===== config.mk =====
export PLATFORM = sky130hd
export DESIGN_NAME = keypad_entry
export DESIGN_NICKNAME = d
export VERILOG_FILES = /design/src/rtl/keypad_pkg.sv /design/src/rtl/keypad_scanner.sv /design/src/rtl/keypad_entry.sv
export SDC_FILE = /design/constraint.sdc
export NUM_CORES = 1
export LEC_CHECK = 0
export CORE_UTILIZATION = 52
export DETAILED_ROUTE_END_ITERATION = 12
export GPL_TIMING_DRIVEN = 0
export PLACE_DENSITY_LB_ADDON = 0.15
export SETUP_SLACK_MARGIN = 0.15
export SYNTH_ARGS = -nofsm -noshare
export SYNTH_HDL_FRONTEND = slang
export SYNTH_SLANG_ARGS = --single-unit

===== constraint.sdc =====
create_clock -name clk -period 3.1 [get_ports clk]
set_input_delay 0.62 -clock clk [delete_from_list [all_inputs] [get_ports clk]]
set_output_delay 0.62 -clock clk [all_outputs]
set_load 0.02 [all_outputs]

===== src/rtl/keypad_pkg.sv =====
// Shared types and helpers for the keypad entry block: scan FSM states,
// special key codes and the 4x4 matrix decode table.
package keypad_pkg;

  typedef enum logic [1:0] {
    SCAN         = 2'd0,
    DEBOUNCE     = 2'd1,
    ACCEPT       = 2'd2,
    WAIT_RELEASE = 2'd3
  } scan_state_e;

  localparam logic [3:0] KEY_STAR = 4'd14;
  localparam logic [3:0] KEY_HASH = 4'd15;

  // Matrix position to key code; A..D map to 10..13.
  function automatic logic [3:0] key_decode(input logic [1:0] row_idx,
                                            input logic [1:0] col_idx);
    logic [3:0] code;
    case ({row_idx, col_idx})
      4'b00_00: code = 4'd1;
      4'b00_01: code = 4'd2;
      4'b00_10: code = 4'd3;
      4'b00_11: code = 4'd10;
      4'b01_00: code = 4'd4;
      4'b01_01: code = 4'd5;
      4'b01_10: code = 4'd6;
      4'b01_11: code = 4'd11;
      4'b10_00: code = 4'd7;
      4'b10_01: code = 4'd8;
      4'b10_10: code = 4'd9;
      4'b10_11: code = 4'd12;
      4'b11_00: code = KEY_STAR;
      4'b11_01: code = 4'd0;
      4'b11_10: code = KEY_HASH;
      default:  code = 4'd13;
    endcase
    return code;
  endfunction

  // Index of the (single) low bit of an active-low one-cold vector.
  function automatic logic [1:0] low_index(input logic [3:0] v);
    logic [1:0] idx;
    casez (v)
      4'b???0: idx = 2'd0;
      4'b??01: idx = 2'd1;
      4'b?011: idx = 2'd2;
      default: idx = 2'd3;
    endcase
    return idx;
  endfunction

endpackage


===== src/rtl/keypad_scanner.sv =====
// Column scanner for a 4x4 active-low keypad: row synchronizer, step
// divider, press/release debounce FSM and key decode. Emits a one-cycle
// press strobe (high exactly while the FSM is in ACCEPT) with its code.
module keypad_scanner
  import keypad_pkg::*;
#(
  parameter int SCAN_DIV       = 50000,
  parameter int DEBOUNCE_SCANS = 4
) (
  input  logic       clk_i,
  input  logic       rst_ni,
  input  logic [3:0] row_i,
  output logic [3:0] col_o,
  output logic       press_o,
  output logic [3:0] code_o
);

  localparam int DIV_W = (SCAN_DIV > 1) ? $clog2(SCAN_DIV) : 1;
  localparam int CNT_W = $clog2(DEBOUNCE_SCANS + 1);
  localparam logic [DIV_W-1:0] DIV_LAST = DIV_W'(SCAN_DIV - 1);
  localparam logic [CNT_W-1:0] CNT_DONE = CNT_W'(DEBOUNCE_SCANS);

  logic [3:0]       row_s1_q, row_s2_q;
  logic [DIV_W-1:0] div_q;
  scan_state_e      state_q;
  logic [3:0]       col_q;
  logic [3:0]       pat_q;
  logic [CNT_W-1:0] cnt_q;
  logic             press_q;
  logic [3:0]       code_q;

  logic             sample;
  logic             single_low;
  logic [3:0]       col_next;

  assign sample     = (div_q == DIV_LAST);
  assign single_low = $onehot(~row_s2_q);
  assign col_next   = {col_q[2:0], col_q[3]};

  // Two-flop synchronizer on the asynchronous keypad rows.
  always_ff @(posedge clk_i) begin
    if (!rst_ni) begin
      row_s1_q <= 4'b1111;
      row_s2_q <= 4'b1111;
    end else begin
      row_s1_q <= row_i;
      row_s2_q <= row_s1_q;
    end
  end

  // Free-running column-step divider; its last count is the sample point.
  always_ff @(posedge clk_i) begin
    if (!rst_ni) begin
      div_q <= '0;
    end else if (sample) begin
      div_q <= '0;
    end else begin
      div_q <= div_q + DIV_W'(1);
    end
  end

  // Scan / debounce / accept / release FSM with registered col and strobe.
  always_ff @(posedge clk_i) begin
    if (!rst_ni) begin
      state_q <= SCAN;
      col_q   <= 4'b1110;
      pat_q   <= 4'b1111;
      cnt_q   <= '0;
      press_q <= 1'b0;
      code_q  <= 4'd0;
    end else begin
      press_q <= 1'b0;
      case (state_q)
        SCAN: begin
          if (sample) begin
            if (single_low) begin
              state_q <= DEBOUNCE;
              pat_q   <= row_s2_q;
              cnt_q   <= CNT_W'(1);
            end else begin
              col_q <= col_next;
            end
          end
        end
        DEBOUNCE: begin
          if (sample) begin
            if (row_s2_q == pat_q) begin
              if (cnt_q + CNT_W'(1) == CNT_DONE) begin
                state_q <= ACCEPT;
                press_q <= 1'b1;
                code_q  <= key_decode(low_index(pat_q), low_index(col_q));
              end else begin
                cnt_q <= cnt_q + CNT_W'(1);
              end
            end else begin
              state_q <= SCAN;
              col_q   <= col_next;
            end
          end
        end
        ACCEPT: begin
          state_q <= WAIT_RELEASE;
          cnt_q   <= '0;
        end
        WAIT_RELEASE: begin
          if (sample) begin
            if (row_s2_q == 4'b1111) begin
              if (cnt_q + CNT_W'(1) == CNT_DONE) begin
                state_q <= SCAN;
                col_q   <= col_next;
              end else begin
                cnt_q <= cnt_q + CNT_W'(1);
              end
            end else begin
              cnt_q <= '0;
            end
          end
        end
        default: state_q <= SCAN;
      endcase
    end
  end

  assign col_o   = col_q;
  assign press_o = press_q;
  assign code_o  = code_q;

endmodule


===== src/rtl/keypad_entry.sv =====
// Keypad number entry: builds up to MAX_DIGITS decimal digits from
// debounced key presses, holding the value both as binary and as BCD.
module keypad_entry
  import keypad_pkg::*;
#(
  parameter int SCAN_DIV       = 50000,
  parameter int DEBOUNCE_SCANS = 4,
  parameter int MAX_DIGITS     = 3
) (
  input  logic        clk,
  input  logic        reset,
  input  logic        clear,
  input  logic [3:0]  row,
  output logic [3:0]  col,
  output logic [7:0]  value,
  output logic [15:0] bcd,
  output logic [1:0]  digit_count,
  output logic        key_valid,
  output logic [3:0]  key_code,
  output logic        entry_err
);

  logic       press;
  logic [3:0] code;

  keypad_scanner #(
    .SCAN_DIV      (SCAN_DIV),
    .DEBOUNCE_SCANS(DEBOUNCE_SCANS)
  ) u_scan (
    .clk_i  (clk),
    .rst_ni (reset),
    .row_i  (row),
    .col_o  (col),
    .press_o(press),
    .code_o (code)
  );

  logic [7:0]  value_q, value_d;
  logic [11:0] bcd_q, bcd_d;
  logic [1:0]  count_q, count_d;
  logic        err_q, err_d;
  logic        kv_q, kv_d;
  logic [3:0]  kcode_q, kcode_d;
  logic [11:0] append_val;

  // Widened so value*10+d cannot wrap before the 255 limit check.
  assign append_val = {4'b0, value_q} * 12'd10 + {8'b0, code};

  // Next entry state from the accepted key, with clear taking priority.
  always_comb begin
    value_d = value_q;
    bcd_d   = bcd_q;
    count_d = count_q;
    err_d   = err_q;
    kv_d    = 1'b0;
    kcode_d = kcode_q;
    if (press) begin
      kv_d    = 1'b1;
      kcode_d = code;
      if (code <= 4'd9) begin
        if (count_q < 2'(MAX_DIGITS) && append_val <= 12'd255) begin
          value_d = append_val[7:0];
          bcd_d   = {bcd_q[7:0], code};
          count_d = count_q + 2'd1;
        end else begin
          err_d = 1'b1;
        end
      end else if (code == KEY_STAR) begin
        bcd_d   = bcd_q >> 4;
        value_d = value_q / 8'd10;
        if (count_q != 2'd0) count_d = count_q - 2'd1;
        err_d   = 1'b0;
      end else if (code == KEY_HASH) begin
        value_d = 8'd0;
        bcd_d   = 12'd0;
        count_d = 2'd0;
        err_d   = 1'b0;
      end
    end
    if (clear) begin
      value_d = 8'd0;
      bcd_d   = 12'd0;
      count_d = 2'd0;
      err_d   = 1'b0;
    end
  end

  // Entry registers; all outputs are registered.
  always_ff @(posedge clk) begin
    if (!reset) begin
      value_q <= 8'd0;
      bcd_q   <= 12'd0;
      count_q <= 2'd0;
      err_q   <= 1'b0;
      kv_q    <= 1'b0;
      kcode_q <= 4'd0;
    end else begin
      value_q <= value_d;
      bcd_q   <= bcd_d;
      count_q <= count_d;
      err_q   <= err_d;
      kv_q    <= kv_d;
      kcode_q <= kcode_d;
    end
  end

  assign value       = value_q;
  assign bcd         = {4'h0, bcd_q};
  assign digit_count = count_q;
  assign key_valid   = kv_q;
  assign key_code    = kcode_q;
  assign entry_err   = err_q;

endmodule


Yosys cells after proc, flatten, opt, wreduce, memory -nomap -nowiden. Memories as Yosys holds them, arrays and structs flattened. A register that Yosys moved wholly into a read port is not among the register bits. Cells that the tools add are included.

Bits in registers: 66. Bits in read-only memories: 64. Input port bits: 7. Output and inout bits: 36. Logic and storage cells: 132. Memories: 1.

Add/sub/neg operators: 8. Multipliers: 1. Div/mod/pow operators: 1. Magnitude comparators: 3. Eq/ne operators: 27. Mux-type cells: 56. Bitwise gates (word level): 4. Reductions and logical operators: 17.

Memories: (name not given) (words 16, bits a word 4, rd ports 1, clocked after memory_dff 1, wr ports 0, line keypad_pkg.sv:19) `case ({row_idx, col_idx})`.

Operator list (count): 12-bit 2-to-1 mux (4); 2-bit 2-to-1 mux (23); 8-bit 2-to-1 mux (4); 4-bit 2-to-1 mux (7); 3-bit 2-to-1 mux (7); 16-bit by 1-bit adder with 16-bit output (second input constant) (1); 16-bit == test (second input constant) (1); 2-bit by 1-bit inequality test with 1-bit output (second input constant) (8); 12-bit by 4-bit adder with 12-bit output (1); 4-bit == test (second input constant) (3); 12-bit by 8-bit less-or-equal comparator with 1-bit output (second input constant) (1); 2-bit one-hot mux with 3 select lines (2); 3-bit one-hot mux with 4 select lines (1); 4-bit one-hot mux with 3 select lines (1); 4-bit AND reduction (3); 8-bit by 3-bit multiplier with 11-bit output (second input constant) (1); 3-bit AND reduction (3); 8-bit by 4-bit divider with 8-bit output (second input constant) (1); 2-bit one-hot mux with 4 select lines (1); 8-bit AND reduction (1); 7-bit AND reduction (1); 2-bit by 1-bit == test with 1-bit output (second input constant) (3); 3-bit by 2-bit == test with 1-bit output (second input constant) (2); 1-bit 2-to-1 mux (6); 23 further kinds (31).

Depth between registers and ports, before layout.
Word-level depth: 7. Mapped depth: 13. Depth with buffers taken out: 11.

Hierarchy. From an unflattened synthesis, not the netlist that was laid out.

Cell total of the unflattened synthesis: 496. Area total of the unflattened synthesis: 4279.1 um2.

Modules (own cells, without submodules): keypad_scanner (instances 1, cells each 245, area each 2189.6 um2, sequential area each 840.8 um2); keypad_entry (instances 1, cells each 251, area each 2089.5 um2, sequential area each 560.5 um2).

Worst setup path after synthesis. Ideal clock, no wire load.

Path type: flip-flop to flip-flop. From: reg value_q[3] (netlist: value[3]). To: reg bcd_q[4]. Setup time: 132 ps. Data arrival time: 2924 ps. Required time: 2968 ps. Path slack: 44 ps. Cell stages (with the launch flop): 12. Path buffers: 1. Period minus slack after synthesis: 3056 ps. Cells stage by stage: dfxtp_1 ha_1 ha_1 inv_1 fa_1 nand2b_1 nor3_1 and4_1 o211ai_2 buf_6 a222oi_1 nor3_1.

Word-level cells in the longest chain between the ends: 6.

RTL lines: start, declared (line keypad_entry.sv:38) `logic [7:0] value_q, value_d;`; start signal, assigned (line keypad_entry.sv:98) `value_q <= value_d;`; 8-bit by 3-bit multiplier with 11-bit output (line keypad_entry.sv:47) `assign append_val = {4'b0, value_q} * 12'd10 + {8'b0, code};`; 12-bit by 4-bit adder with 12-bit output (line keypad_entry.sv:47); 12-bit by 8-bit less-or-equal comparator with 1-bit output (line keypad_entry.sv:61) `if (count_q < 2'(MAX_DIGITS) && append_val <= 12'd255) begin`; 1-bit logical AND (line keypad_entry.sv:61); 2-bit by 1-bit inequality test with 1-bit output (no source line); 3-bit AND reduction (no source line); end signal, assigned (line keypad_entry.sv:92) `bcd_q <= 12'd0;`; end signal, assigned (line keypad_entry.sv:99) `bcd_q <= bcd_d;`; end, declared (line keypad_entry.sv:39) `logic [11:0] bcd_q, bcd_d;`.

Every way passes these cells. A chain may end at the register's enable or synchronous reset.

Worst setup path after layout.
From: reg value_q[6] (netlist: value[6]). To: reg value_q[1] (netlist: value[1]).

Word-level cells in the longest chain between the ends: 6.

RTL lines: branches (longest 6 deep; another with 8-bit by 4-bit divider with 8-bit output).

Several ways; the timed one is not identified.

==> impl_results.md <==
- Max incr delay on CP: 570 ps
- CP startpoint kind: flip-flop
- Vias: 3743
- CP Max Fanout: 9
- Initial Util: 54.1%
- Diodes inserted: 0
- M1 wire length: 4300 um
- Metal2 WL: 4850 um
- Worst path cell trace: ha_1, ha_1, nor2_1, a21oi_4, xor2_2, and4_4, o211a_1, buf_6, buf_4, o31ai_1, a21oi_1
- Mapped Area: 4220 um2
- Via density: 5.71
- Fraction of layout cells with a size suffix above 1: 13.9%
- Count of final hold-check violations: 0
- Routed Antenna Nets: 0
- Reg clk slew, reported paths: 80 ps
- Worst Max-Slew Pin Slew: 890 ps
- Syn Inst Count: 484
- VDD IR-drop max: 0.243 mV
- Worst R2R Path Depth: 11
- Port-buffer cells: 38
- Initial drt markers: 392
- Commonest register cell after synthesis: dfxtp_1
- Final wirelength: 9840 um
- DRC: 0
- Number of synthesized register bits: 70
- Unique masters post-synth: 67
- First-pass GRT wire length: 16100 um
- Final net count: 590
- Die H: 92.1 um
- Post-route clock skew: 9.03 ps
- Clock tree from TritonCTS: built
- Routed wire length per instance: 15.0 um
- CP arrival: 3050 ps
- Design Area, Final: 5120 um2
- Initial antenna violation count: 0
- Syn. warnings: 0
- Area leader, netlist: dfxtp_1
- Fmax: 0.353 GHz
- Count leader, synth: dfxtp_1
- Gr ovfl total: 0
- Crit path required time: 3320 ps
- Final setup vio count: 0
- FP Rows: 32
- Post-Syn Area per Cell: 8.72 um2
- Die ar.: 8480 um2
- Critical path startpoint: value[6]$_SDFFE_PP0P_
- Post-synthesis sequential area ratio: 33.2%
- Hold path startpoint: u_scan.row_s1_q[3]$_SDFF_PN1_
- CTS root buffer: clkbuf_8
- Final period util: 91.4%
- Hold crit path type: reg -> reg
- Synth top cells by count: dfxtp_1 (70), nand2_1 (46), ha_1 (31), nor2_1 (31), a21oi_1 (25)
- Clk_lat worst skew: 350 ps
- Chip width: 92.1 um
- Htree depth: 3
- Vias in the first global route: 3485
- Fill count: 658
- RSZ-0062 raised after global routing: false
- Async SR Flop Fraction: 0%
- Storage element area: 1410 um2
- Largest net degree at the start of global routing: 14
- EDFF count, synth: 0
- Area post-placement: 4740 um2
- Final min period: 2830 ps
- Leak: 2.14 nW
- Total CTS buffers: 9
- GRT Total Usage: 23.8%
- PwrDens: 320 nW/um2
- Fin. max-slew vios: 0
- Crit Reg-Reg Startpoint: value[6]$_SDFFE_PP0P_
- DR top layer: met4
- Num ports: 43
- Share of Yosys cell area claimed by the top area cell type: 33.2%
- Clk sinks: 70
- Max Cap Violations: 0
- Critical Path Slowest Stage Cell: dfxtp_1
- Area of the multi-input gates: 2690 um2
- Final Util: 65.5%
- Worst Hold Depth: 1
- Worst setup margin: 266 ps
- Dpl hpwl: 6920 um
- DRT Pass-1 Iters: 5
- Critical path type: reg -> reg
- Area contributors post-synth: dfxtp_1 (33%), ha_1 (9.2%), nand2_1 (4.1%), xor2_1 (3.5%), mux2i_1 (3.1%)
- RD Place Congestion: 0.866
- Status: complete, no violations
- Max clock buf depth: 2
- Post-place setup slack: -173 ps
- CP dominant cell by count: ha_1
- Endpoint class of the critical path: flip-flop
- Core Footprint: 7810 um2
- Area added between synthesis and finish: 21.3%
- Worst slew margin: 40.2%
- Met3 wire len: 468 um
cell usage in the layout, fill, tap and decap left out, types with 4 or more instances in the layout:
cell / count
buf_2: 8
nand3_1: 21
ha_1: 29
xnor2_1: 10
buf_4: 17
and2_1: 4
o211ai_1: 10
conb_1: 4
a21oi_1: 22
and3_1: 6
a21o_1: 7
xor2_1: 15
clkbuf_8: 9
nand2_1: 46
a222oi_1: 7
clkbuf_1: 17
nor2b_1: 13
inv_1: 16
a21boi_0: 5
o211a_1: 4
a21oi_2: 4
mux2i_1: 13
nor2_1: 31
o21ai_0: 13
nor3_1: 19
clkdlybuf4s50_1: 38
nand2b_1: 16
dfxtp_1: 67
a22oi_1: 4
nand4_1: 5
cell type report:
cell class                 instances  share of cell area, %
timing repair buffer              51                   9.34
clock buffer                       9                   2.42
multi-input combinational        367                   52.6
buffer                            33                   3.35
clock inverter                     7                  0.954
inverter                          17                   1.25
sequential                        70                   27.6
tap                              102                   2.49
metrics by stage:
stage          instances  total power [mW]  hold WS, ps  setup TNS (ps)
2_1_floorplan        487             0.977          386               0
3_3_place_gp         627             0.997          390            -750
3_5_place_dp         627             0.999          391           -1940
4_1_cts              646              1.65          410               0
5_1_grt              656              1.69          423               0
6_report             656              1.64          408               0
repair_timing:
item                                    CTS  global route
endpoints found under the setup margin   22            22
resized for setup                         6            15
buffers inserted                          3            10
hold buffers                              0             0
pin swaps                                 2            10
report_power, final:
part           internal, mW  switching, mW  leakage, nW
Combinational        0.0279         0.0379         1.48
Clock                 0.291          0.368       0.0894
Sequential            0.905        0.00539        0.569
Total                  1.22          0.412         2.14
kinds of logic after synthesis:
logic type               synth area share, %
AO/OA/AOI/OAI                           18.4
AND/OR/NAND/NOR                         22.9
buffers and inverters                   5.57
other                                 0.0889
adder cells (fa/ha/maj)                 10.9
multiplexers                            3.35
flip-flops                              33.2
XOR/XNOR                                5.60
registers in the layout, indices dropped and copies added (netlist names), named ones only:
register,count
key_code,4
bcd_q,12
u_scan.col_o,4
entry_err,1
u_scan.cnt_q,3
u_scan.row_s2_q,4
value,8
u_scan.state_q,1
u_scan.code_o,4
u_scan.row_s1_q,4
u_scan.pat_q,4
u_scan.press_o,1
u_scan.div_q,16
digit_count,2
key_valid,1
worst paths after layout:
path,slack [ps],endpoint
max,270,value[1]$_SDFFE_PP0P_
max reg2reg,270,value[1]$_SDFFE_PP0P_
min reg2reg,410,u_scan.row_s2_q[3]$_SDFF_PN1_
min,410,u_scan.row_s2_q[3]$_SDFF_PN1_
routing by layer:
metal / GRT usage (%) / vias up
li1: - / 1852
met1: 29.9 / 1731
met2: 41.0 / 140
met3: 2.82 / 20
met4: 10.3 / 0
met5: 0 / -
critical path: cells and delay by family (launching register included):
kind / cells / cell delay, ps
flip-flops: 1 / 570
XOR/XNOR: 1 / 170
AO/OA/AOI/OAI: 4 / 600
adder cells (fa/ha/maj): 2 / 670
buffers and inverters: 2 / 280
AND/OR/NAND/NOR: 2 / 420
Note: power is estimated with default switching activity, not from simulation.
